==> config.mk <==
export PLATFORM = sky130hd
export DESIGN_NAME = id_ex_reg
export DESIGN_NICKNAME = d
export VERILOG_FILES = /design/src/rtl/mips_pkg.sv /design/src/rtl/sign_ext16.sv /design/src/rtl/id_ex_reg.sv
export SDC_FILE = /design/constraint.sdc
export NUM_CORES = 1
export LEC_CHECK = 0
export ABC_AREA = 1
export BUFFER_PORTS_ARGS = -buffer_cell sky130_fd_sc_hd__buf_2
export CAP_MARGIN = 30
export CORE_MARGIN = 2
export CORE_UTILIZATION = 50
export CTS_CLUSTER_SIZE = 24
export DETAILED_ROUTE_END_ITERATION = 10
export GPL_TIMING_DRIVEN = 0
export PLACE_DENSITY_LB_ADDON = 0.3
export SYNTH_ARGS = -nofsm -noshare
export SYNTH_HDL_FRONTEND = slang
export SYNTH_HIERARCHICAL = 1
export SYNTH_SLANG_ARGS = --single-unit
==> constraint.sdc <==
create_clock -name clk -period 3.9 [get_ports clk]
set_clock_uncertainty 0.05 [all_clocks]
set_input_delay 0.195 -clock clk [delete_from_list [all_inputs] [get_ports clk]]
set_output_delay 0.195 -clock clk [all_outputs]
set_load 0.01 [all_outputs]
==> src/rtl/mips_pkg.sv <==
// Shared pipeline definitions: control-word layout and specifier widths.
// Used by id_ex_reg and its bench.
package mips_pkg;

   localparam int CTRL_W     = 10;
   localparam int REG_ADDR_W = 5;

   // Control word: {aluop[3:0], regdst, alusrc, memread, memwrite, memtoreg, regwrite}
   localparam int CTRL_ALUOP_LSB = 6;
   localparam int CTRL_REGDST    = 5;
   localparam int CTRL_ALUSRC    = 4;
   localparam int CTRL_MEMREAD   = 3;
   localparam int CTRL_MEMWRITE  = 2;
   localparam int CTRL_MEMTOREG  = 1;
   localparam int CTRL_REGWRITE  = 0;

   typedef enum logic [1:0] {
      ACT_LOAD   = 2'd0,
      ACT_HOLD   = 2'd1,
      ACT_BUBBLE = 2'd2
   } idex_act_e;

   function automatic logic [15:0] sat_inc16(input logic [15:0] v);
      return (v == 16'hFFFF) ? v : v + 16'd1;
   endfunction

endpackage

==> src/rtl/sign_ext16.sv <==
// Sign-extends a 16-bit immediate to DATA_W bits by replicating bit 15.
module sign_ext16 #(
   parameter int DATA_W = 32
) (
   input  logic [15:0]       imm,
   output logic [DATA_W-1:0] ext
);

   assign ext = {{(DATA_W-16){imm[15]}}, imm};

endmodule

==> src/rtl/id_ex_reg.sv <==
// ID/EX pipeline register with flush, stall, bubble counting and optional
// load-use hazard detection (enabled by defining IDEX_LOAD_USE_EN).
module id_ex_reg
   import mips_pkg::*;
#(
   parameter int DATA_W = 32
) (
   input  logic                  clk,
   input  logic                  rst_n,
   input  logic                  stall,
   input  logic                  flush,
   input  logic                  id_valid,
   input  logic [DATA_W-1:0]     id_rs_data,
   input  logic [DATA_W-1:0]     id_rt_data,
   input  logic [15:0]           id_imm,
   input  logic [REG_ADDR_W-1:0] id_rs,
   input  logic [REG_ADDR_W-1:0] id_rt,
   input  logic [REG_ADDR_W-1:0] id_rd,
   input  logic [CTRL_W-1:0]     id_ctrl,
   output logic                  ex_valid,
   output logic [DATA_W-1:0]     ex_rs_data,
   output logic [DATA_W-1:0]     ex_rt_data,
   output logic [DATA_W-1:0]     ex_imm,
   output logic [REG_ADDR_W-1:0] ex_rs,
   output logic [REG_ADDR_W-1:0] ex_rt,
   output logic [REG_ADDR_W-1:0] ex_wreg,
   output logic [CTRL_W-1:0]     ex_ctrl,
   output logic                  hazard_stall,
   output logic [15:0]           bubble_cnt
);

   logic                  valid_q,   valid_d;
   logic [DATA_W-1:0]     rs_data_q, rs_data_d;
   logic [DATA_W-1:0]     rt_data_q, rt_data_d;
   logic [DATA_W-1:0]     imm_q,     imm_d;
   logic [REG_ADDR_W-1:0] rs_q,      rs_d;
   logic [REG_ADDR_W-1:0] rt_q,      rt_d;
   logic [REG_ADDR_W-1:0] wreg_q,    wreg_d;
   logic [CTRL_W-1:0]     ctrl_q,    ctrl_d;
   logic [15:0]           cnt_q,     cnt_d;

   logic [DATA_W-1:0]     imm_ext;
   logic                  load_use;
   idex_act_e             act;

   sign_ext16 #(.DATA_W(DATA_W)) u_sext (
      .imm (id_imm),
      .ext (imm_ext)
   );

`ifdef IDEX_LOAD_USE_EN
   assign load_use = valid_q & ctrl_q[CTRL_MEMREAD] & id_valid &
                     (wreg_q != '0) & ((wreg_q == id_rs) | (wreg_q == id_rt));
`else
   assign load_use = 1'b0;
`endif
   assign hazard_stall = load_use;

   always_comb begin
      act = ACT_LOAD;
      if (flush)         act = ACT_BUBBLE;
      else if (stall)    act = ACT_HOLD;
      else if (load_use) act = ACT_BUBBLE;

      valid_d   = valid_q;
      rs_data_d = rs_data_q;
      rt_data_d = rt_data_q;
      imm_d     = imm_q;
      rs_d      = rs_q;
      rt_d      = rt_q;
      wreg_d    = wreg_q;
      ctrl_d    = ctrl_q;
      cnt_d     = cnt_q;

      case (act)
         ACT_LOAD: begin
            valid_d   = id_valid;
            rs_data_d = id_rs_data;
            rt_data_d = id_rt_data;
            imm_d     = imm_ext;
            rs_d      = id_rs;
            rt_d      = id_rt;
            wreg_d    = id_ctrl[CTRL_REGDST] ? id_rd : id_rt;
            ctrl_d    = id_valid ? id_ctrl : '0;
         end
         ACT_BUBBLE: begin
            valid_d   = 1'b0;
            rs_data_d = '0;
            rt_data_d = '0;
            imm_d     = '0;
            rs_d      = '0;
            rt_d      = '0;
            wreg_d    = '0;
            ctrl_d    = '0;
            cnt_d     = sat_inc16(cnt_q);
         end
         default: ;
      endcase
   end

   always_ff @(posedge clk or negedge rst_n) begin
      if (!rst_n) begin
         valid_q   <= 1'b0;
         rs_data_q <= '0;
         rt_data_q <= '0;
         imm_q     <= '0;
         rs_q      <= '0;
         rt_q      <= '0;
         wreg_q    <= '0;
         ctrl_q    <= '0;
         cnt_q     <= '0;
      end else begin
         valid_q   <= valid_d;
         rs_data_q <= rs_data_d;
         rt_data_q <= rt_data_d;
         imm_q     <= imm_d;
         rs_q      <= rs_d;
         rt_q      <= rt_d;
         wreg_q    <= wreg_d;
         ctrl_q    <= ctrl_d;
         cnt_q     <= cnt_d;
      end
   end

   assign ex_valid   = valid_q;
   assign ex_rs_data = rs_data_q;
   assign ex_rt_data = rt_data_q;
   assign ex_imm     = imm_q;
   assign ex_rs      = rs_q;
   assign ex_rt      = rt_q;
   assign ex_wreg    = wreg_q;
   assign ex_ctrl    = ctrl_q;
   assign bubble_cnt = cnt_q;

endmodule

### After elaboration in Yosys (flattened, before gate mapping)

Cells that the tools add are included.

* output and inout bits: 139
* input bits: 110
* register bits after elaboration: 138
* logic and storage cells: 28

* eq/ne operators: 2
* muxes and demuxes: 12
* add/subtract/negate cells: 1
* reductions and logical operators: 3
* bitwise gates (word level): 1

Operators with widths (count)
* $pmux 32 s2: 3
* $pmux 5 s2: 3
* $pmux 10 s2: 1
* $add 16x1->16 const B: 1
* $eq 16x16->1 const B: 1
* $mux 10: 1
* $mux 5: 1
* $eq 2x2->1 const B: 1
* $logic_not 2->1: 1
* $mux 2: 1
* $pmux 1 s2: 1
* $reduce_and 2->1: 1
* $reduce_bool 2->1: 1
* $mux 1: 1
* $not 1->1: 1

### Depth between registers and ports, before layout

Gate-level depths: netlist (run 1).

* depth in word-level cells: 4
* gate-level depth with buffers: 9
* gate-level depth less buffers: 9

### Hierarchy

The synthesis (run 1) kept the hierarchy.

By module, submodules not included
* id_ex_reg: cells each 670, sequential area each 3453.3 sq um, area each 5923.2 sq um, times used 1
* sign_ext16: cells each 32, sequential area each 0.0 sq um, area each 240.2 sq um, times used 1

### Worst setup path before layout (run 1)

OpenSTA, ideal clock, no wires.

* path type: flip-flop to flip-flop
* start: register cnt_q[0], in the netlist bubble_cnt[0]
* end: register cnt_q[10], in the netlist bubble_cnt[10]
* required time: 3.730 ns
* path buffers: 0
* path slack: 2.409 ns
* clock period less this slack: 1.491 ns
* cell stages (with the launch flop): 9
* setup time: 0.120 ns
* arrival: 1.320 ns
* path through: dfrtp_1 -> ha_1 -> inv_1 -> nor2_2 -> nand2_4 -> nor2_8 -> nand2_4 -> o21ai_1 -> nand2_1

* cells in the longest elaborated chain, start to end: 3

RTL lines
* start, declared: RTL line id_ex_reg.sv:40 `logic [15:0] cnt_q, cnt_d;`
* start signal, assigned: RTL line id_ex_reg.sv:121 `cnt_q <= cnt_d;`
* parallel branches: the longest is 3 deep, another holds $add 16x1->16

Several ways; the timed one is not identified.
A chain may end at the register's enable or synchronous reset.

### Final worst setup path (run 1)

* start: register cnt_q[0], in the netlist bubble_cnt[0]
* end: register cnt_q[9], in the netlist bubble_cnt[9]

Same word-level chain as after synthesis.

==> results of run 1 <==
## per-stage QoR
stage	cells	util	setup slack, ps	hold slack, ps
after CTS	1211	0.756	2290	3.92
final	1211	0.756	2280	15.8
after global routing	1211	0.756	2100	21.1
after global placement	1077	0.623	686	339
after detailed placement	1078	0.626	2300	91.3
after floorplan	702	-	2410	-151
## flip-flops by register name (all words and copies together), names as in the netlist
signal	count
ex_rt	5
ex_ctrl	10
bubble_cnt	16
ex_rs	5
ex_rs_data	32
ex_wreg	5
ex_imm	32
ex_rt_data	32
ex_valid	1
## final timing paths
| kind | slack (ps) | start | end |
|---|---|---|---|
| setup / recovery | 2280 | bubble_cnt[0] | bubble_cnt[9] |
| hold / removal | 20 | id_rd[1] | ex_wreg[1] |
| setup reg to reg | 2280 | bubble_cnt[0] | bubble_cnt[9] |
| hold reg to reg | 450 | ex_rs_data[12] | ex_rs_data[12] |
| max in group asynchronous | 2770 | rst_n | ex_rt_data[3] |
| min in group asynchronous | 210 | rst_n | ex_rs[3] |
## metal layers
metal / GRT usage / vias to the layer above / wire (um)
li1: - / 2915 / -
met3: 0.0801 / 74 / 1400
met4: 0.146 / 0 / 777
met1: 0.359 / 2976 / 7580
met2: 0.509 / 349 / 9860
met5: 0 / - / 0
## placed cells by master, fill, tap and decap left out, types with 2 or more instances in the layout
cell type,Yosys,routed
nand2_1,271,271
buf_2,20,247
nand3_1,139,139
dfrtp_1,138,138
dlygate4sd3_1,0,101
buf_4,35,35
clkbuf_1,17,18
clkbuf_16,0,17
inv_1,16,16
nand4_1,9,9
o21ai_1,8,8
nor2_1,6,6
nor2_4,5,5
mux2i_1,5,5
nor2_2,5,5
xnor2_1,4,4
clkinv_2,0,4
clkinvlp_4,0,4
clkbuf_8,0,4
nand2_4,3,3
buf_6,1,2
inv_2,2,2
buf_1,2,2
nand2_2,2,2
inv_6,1,2
nand2_8,2,2
nand3_2,2,2
## worst min-delay path, delay by kind of cell
family | cells | cell delay (ps)
AOI/OAI and AO/OA | 1 | 110
muxes | 1 | 70
buffers and inverters | 1 | 70
## area by class of cell
type | count | area [um^2] | share of cell area
flip-flops and latches | 138 | 3450 | 0.380
multi-input cells | 469 | 2180 | 0.240
repair buffers | 330 | 2190 | 0.241
clock inverters | 10 | 67.6 | 0.00744
inverters | 20 | 82.6 | 0.00909
well taps | 147 | 184 | 0.0202
clock buffers | 22 | 484 | 0.0533
plain buffers | 75 | 445 | 0.0490
## power by group
part           switching [mW]  leakage [nW]  internal (mW)
clock network           0.620         0.264          0.877
logic                   0.317          3.07          0.264
registers              0.0783          1.84           1.53
## cells by family after synthesis
family,Yosys count,synth area share
AND/OR/NAND/NOR,447,0.327
flip-flops,138,0.560
buffers and inverters,95,0.0857
AO/OA/AOI/OAI,10,0.00873
XOR/XNOR,5,0.00710
multiplexers,5,0.00812
adder cells (fa/ha/maj),1,0.00203
other,1,0.000608
## timing repair
| item | CTS | global route |
|---|---|---|
| endpoints found under the hold margin | 160 | 0 |
| hold buffers | 101 | 0 |
| buffers inserted | 0 | 0 |
==> results_dict.tcl, run 1 <==
set metrics [dict create \
    synth_top_area_cell "dfrtp_1" \
    area_delta_synth_final_pct 47.4 \
    grt_usage 0.301 \
    cp_num_cells 8 \
    cts.clk_slew.worst_paths_ps 60 \
    cp_cell_sequence "ha_1 > inv_1 > nor2_2 > nand2_4 > nor2_4 > nor2_2 > nand2_1 > o21ai_1" \
    port_buffers 228 \
    start_kind "flip-flop" \
    powerDensity_nw_per_um2 406 \
    fill_cells 806 \
    num_vias 6314 \
    drive_gt1_frac 0.320 \
    finalCriticalPeriod_ps 1620 \
    synth_warnings 6 \
    postPlaceCellArea_um2 7520 \
    synth_seq_cells 138 \
    synth_cell_type_count 31 \
    hold_depth 3 \
    avgRoutedWirePerCell_um 16.2 \
    crit_top_cell "nor2_2" \
    synth.top_cell.area_share 0.560 \
    clock-sinks 138 \
    final_nets 1162 \
    die-width_um 115 \
    syn_area_um2 6160 \
    report.final.slew_viol_count 0 \
    cts_tree "done" \
    setup_tns_ps 0 \
    synth_ff_type "dfrtp_1" \
    cp_top_family "simple AND/OR/NAND/NOR gates" \
    crit_type "reg -> reg" \
    async_flop_share 1.00 \
    via_per_inst 5.21 \
    critical_path_buf_inv_count 1 \
    grt_max_degree 95 \
    place_congestion 0.803 \
    end_kind "flip-flop" \
    grt.overflow.total 0 \
    path_max_fanout 8 \
    synth.area.top_cells "dfrtp_1, nand2_1, nand3_1, buf_4, buf_2" \
    critPathRequiredTime_ps 4150 \
    hpwl_um 11700 \
    setup_viol 0 \
    drc 0 \
    synth.most_common_cell "nand2_1" \
    pin_count 249 \
    finalPower_mw 3.68 \
    synth_nets 813 \
    synthCells 702 \
    fin_crit_sh 0.414 \
    htreeDepth 4 \
    cts.path.max_buffers 2 \
    synth-seq-area-share 0.560 \
    die_area_um2 13200 \
    drtIter0Drc 514 \
    peakVddDrop_mv 0.374 \
    rsz0062_at_grt "false" \
    arrival_ps 1870 \
    antenna_found_initial 0 \
    cts-resized-gates 0 \
    fmax_mhz 619 \
    grt_pass1_vias 6332 \
    worstSkewPairLatency_ps 420 \
    clockRootBuffer "clkbuf_16" \
    cpMaxStageDelayCell "dfrtp_1" \
    avgSynthCellArea_um2 8.78 \
    synth_common_cells "nand2_1, nand3_1, dfrtp_1, buf_4, buf_2" \
    grt_first_pass_wirelength_um 30800 \
    reg2reg_depth 8 \
    ant_nets 0 \
    cp_slowest_stage_delay_ps 440 \
    start_util 0.513 \
    slew-limit-headroom 0.539 \
    antennaDiodeCount 0 \
    drt-pass1-iter-count 5 \
    hold_violations 0 \
    die_y_um 115 \
    status "completed" \
    power.leakage_nw 5.17 \
    hold_class "in -> reg" \
    numCtsBuffers 17 \
    final_area_um2 9080 \
    cap_violations 0 \
    worst_pin_slew_ps 690 \
    placementRows 40 \
    design.core.area_um2 12000 \
    drt_wl_total_um 19600 \
    synth_edf_count 0 \
]
Power figures use the tool's default switching activity.
==> run 2: changes to the inputs <==
--- a/config.mk
+++ b/config.mk
@@ -9,7 +9,7 @@
 export BUFFER_PORTS_ARGS = -buffer_cell sky130_fd_sc_hd__buf_2
 export CAP_MARGIN = 30
 export CORE_MARGIN = 2
-export CORE_UTILIZATION = 50
+export CORE_UTILIZATION = 49
 export CTS_CLUSTER_SIZE = 24
 export DETAILED_ROUTE_END_ITERATION = 10
 export GPL_TIMING_DRIVEN = 0
==> constraint.sdc (replaced) <==
create_clock -name clk -period 1.6 [get_ports clk]
set_clock_uncertainty 0.05 [all_clocks]
set_input_delay 0.08 -clock clk [delete_from_list [all_inputs] [get_ports clk]]
set_output_delay 0.08 -clock clk [all_outputs]
set_load 0.01 [all_outputs]
==> run 2 against run 1 <==
- worst hold slack improved by 24 ps
- largest power group is now the clock network
- clock power grew to 2.7 times the previous value
- via count is 0.89% lower
- register-to-register slack got worse by 2200 ps
- global-route usage decreased by 1.3 points
- die area increased by 2.0%
- count of clock-buffer cells in the layout fell by 3
- utilization increased by 0.43 points
- wire length shrank 2.5%
- final cell count grew 2.2%
- critical endpoint is now ex_rs_data[23]
- critical path type is now in -> reg
==> results_dict.tcl, run 2 (same netlist as run 1, synthesis figures left out) <==
set metrics [dict create \
    die_y_um 116 \
    grt_usage 0.288 \
    design.core.area_um2 12200 \
    pin_count 249 \
    peakVddDrop_mv 0.555 \
    clockRootBuffer "clkbuf_16" \
    r2r-start "bubble_cnt[0]" \
    clock-sinks 138 \
    regToRegSetupSlack_ps 120 \
    finalCriticalPeriod_ps 1480 \
    drive_gt1_frac 0.321 \
    fill_cells 855 \
    cts_tree "done" \
    worstSkewPairLatency_ps 410 \
    path_max_fanout 10 \
    cts.clk_slew.worst_paths_ps 60 \
    final_nets 1168 \
    cp_slowest_stage_delay_ps 560 \
    drt-pass1-iter-count 5 \
    crit_top_cell "nand2_1" \
    start_util 0.507 \
    hold_class "in -> reg" \
    min_to "ex_ctrl[5]" \
    critPathRequiredTime_ps 1900 \
    drtIter0Drc 498 \
    area_delta_synth_final_pct 50.1 \
    drc 0 \
    grt_first_pass_wirelength_um 29700 \
    layout_common_cells "nand2_1, buf_2, nand3_1" \
    reg2reg_depth 8 \
    numCtsBuffers 17 \
    grt_pass1_vias 6158 \
    drt_wl_total_um 19100 \
    start_kind "input port" \
    report.final.slew_viol_count 0 \
    fin_crit_sh 0.926 \
    hp-start "id_ctrl[5]" \
    hold_depth 3 \
    fmax_mhz 675 \
    holdWs_ps 39.5 \
    antenna_found_initial 0 \
    placementRows 40 \
    hold_violations 0 \
    num_vias 6258 \
    grt.overflow.total 0 \
    cts_setup_buffers 0 \
    ant_nets 0 \
    port_buffers 228 \
    setup_viol 0 \
    worst_pin_slew_ps 617 \
    hpwl_um 11500 \
    end_kind "flip-flop" \
    cpMaxStageDelayCell "dlygate4sd3_1" \
    die_area_um2 13500 \
    layout_commonest_cell "nand2_1" \
    slew-limit-headroom 0.588 \
    crit_type "in -> reg" \
    finalPower_mw 9.47 \
    via_per_inst 5.05 \
    die-width_um 116 \
    timing.rr.end "bubble_cnt[9]" \
    cp_cell_sequence "dlygate4sd3_1 > buf_6 > nor2_4 > clkbuf_1 > nand2_1 > nand2_1" \
    grt_max_degree 78 \
    antennaDiodeCount 0 \
    place_congestion 0.841 \
    avgRoutedWirePerCell_um 15.4 \
    arrival_ps 1780 \
    cts.path.max_buffers 2 \
    status "completed" \
    cap_violations 0 \
    rsz0062_at_grt "false" \
    powerDensity_nw_per_um2 1020 \
    power.leakage_nw 5.23 \
    htreeDepth 4 \
]
run 2: cell types whose count changed in the layout (fill, tap and decap cells not counted), sizes merged:
cell and delta:
clkinvlp -3, clkinv +3, bufinv +4, clkbuf -3, dlygate4sd3 +6, inv -1
run 2: through the flow:
stage	cell area, um^2	instances	setup TNS, ps	worst slack (ps)	util
final	9250	1238	0	119	0.761
after global routing	9250	1238	0	9.83	0.761
after CTS	9240	1238	0	20.0	0.760
after detailed placement	7550	1099	0	32.8	0.621
after global placement	7510	1098	-208840	-1520	0.618
after floorplan	6160	702	0	109	-
run 2: worst max-delay path by stage:
stage                       start        endpoint
floorplan           bubble_cnt[0]  bubble_cnt[10]
global placement            rst_n  ex_rt_data[30]
detailed placement  bubble_cnt[0]  bubble_cnt[10]
CTS                 bubble_cnt[0]   bubble_cnt[9]
global route        bubble_cnt[0]   bubble_cnt[9]
finish                      flush  ex_rs_data[23]
run 2: what timing repair did:
item / CTS / global route
resized for setup: 0 / 3
hold buffers: 107 / 0
endpoints found under the hold margin: 188 / 0
setup endpoints to repair: 0 / 16
run 2: per-layer routing:
layer	routed length [um]	share of wire	track usage
met5	0	0	0
met4	594	0.031	0.144
met1	7480	0.39	0.341
met3	1300	0.068	0.0711
met2	9750	0.51	0.492
run 2: cell type report:
cell class | instances | area [um^2] | share of cell area
Timing Repair Buffer | 336 | 2250 | 0.243
Buffer | 75 | 445 | 0.0481
Inverter | 20 | 82.6 | 0.00893
Multi-Input combinational cell | 469 | 2190 | 0.237
Clock inverter | 13 | 175 | 0.0189
Clock buffer | 19 | 443 | 0.0479
Tap cell | 168 | 210 | 0.0227
Sequential cell | 138 | 3450 | 0.373
run 2: power breakdown:
group / switching (mW) / internal, mW / leakage [nW] / total [mW]
registers: 0.195 / 3.72 / 1.83 / 3.92
logic: 0.769 / 0.663 / 3.09 / 1.43
clock network: 1.48 / 2.64 / 0.306 / 4.11
total: 2.44 / 7.02 / 5.23 / 9.47
run 2: worst max-delay path, delay by kind of cell:
family,cells,cell delay (ps)
buffers and inverters,3,1160
AND/OR/NAND/NOR,3,540
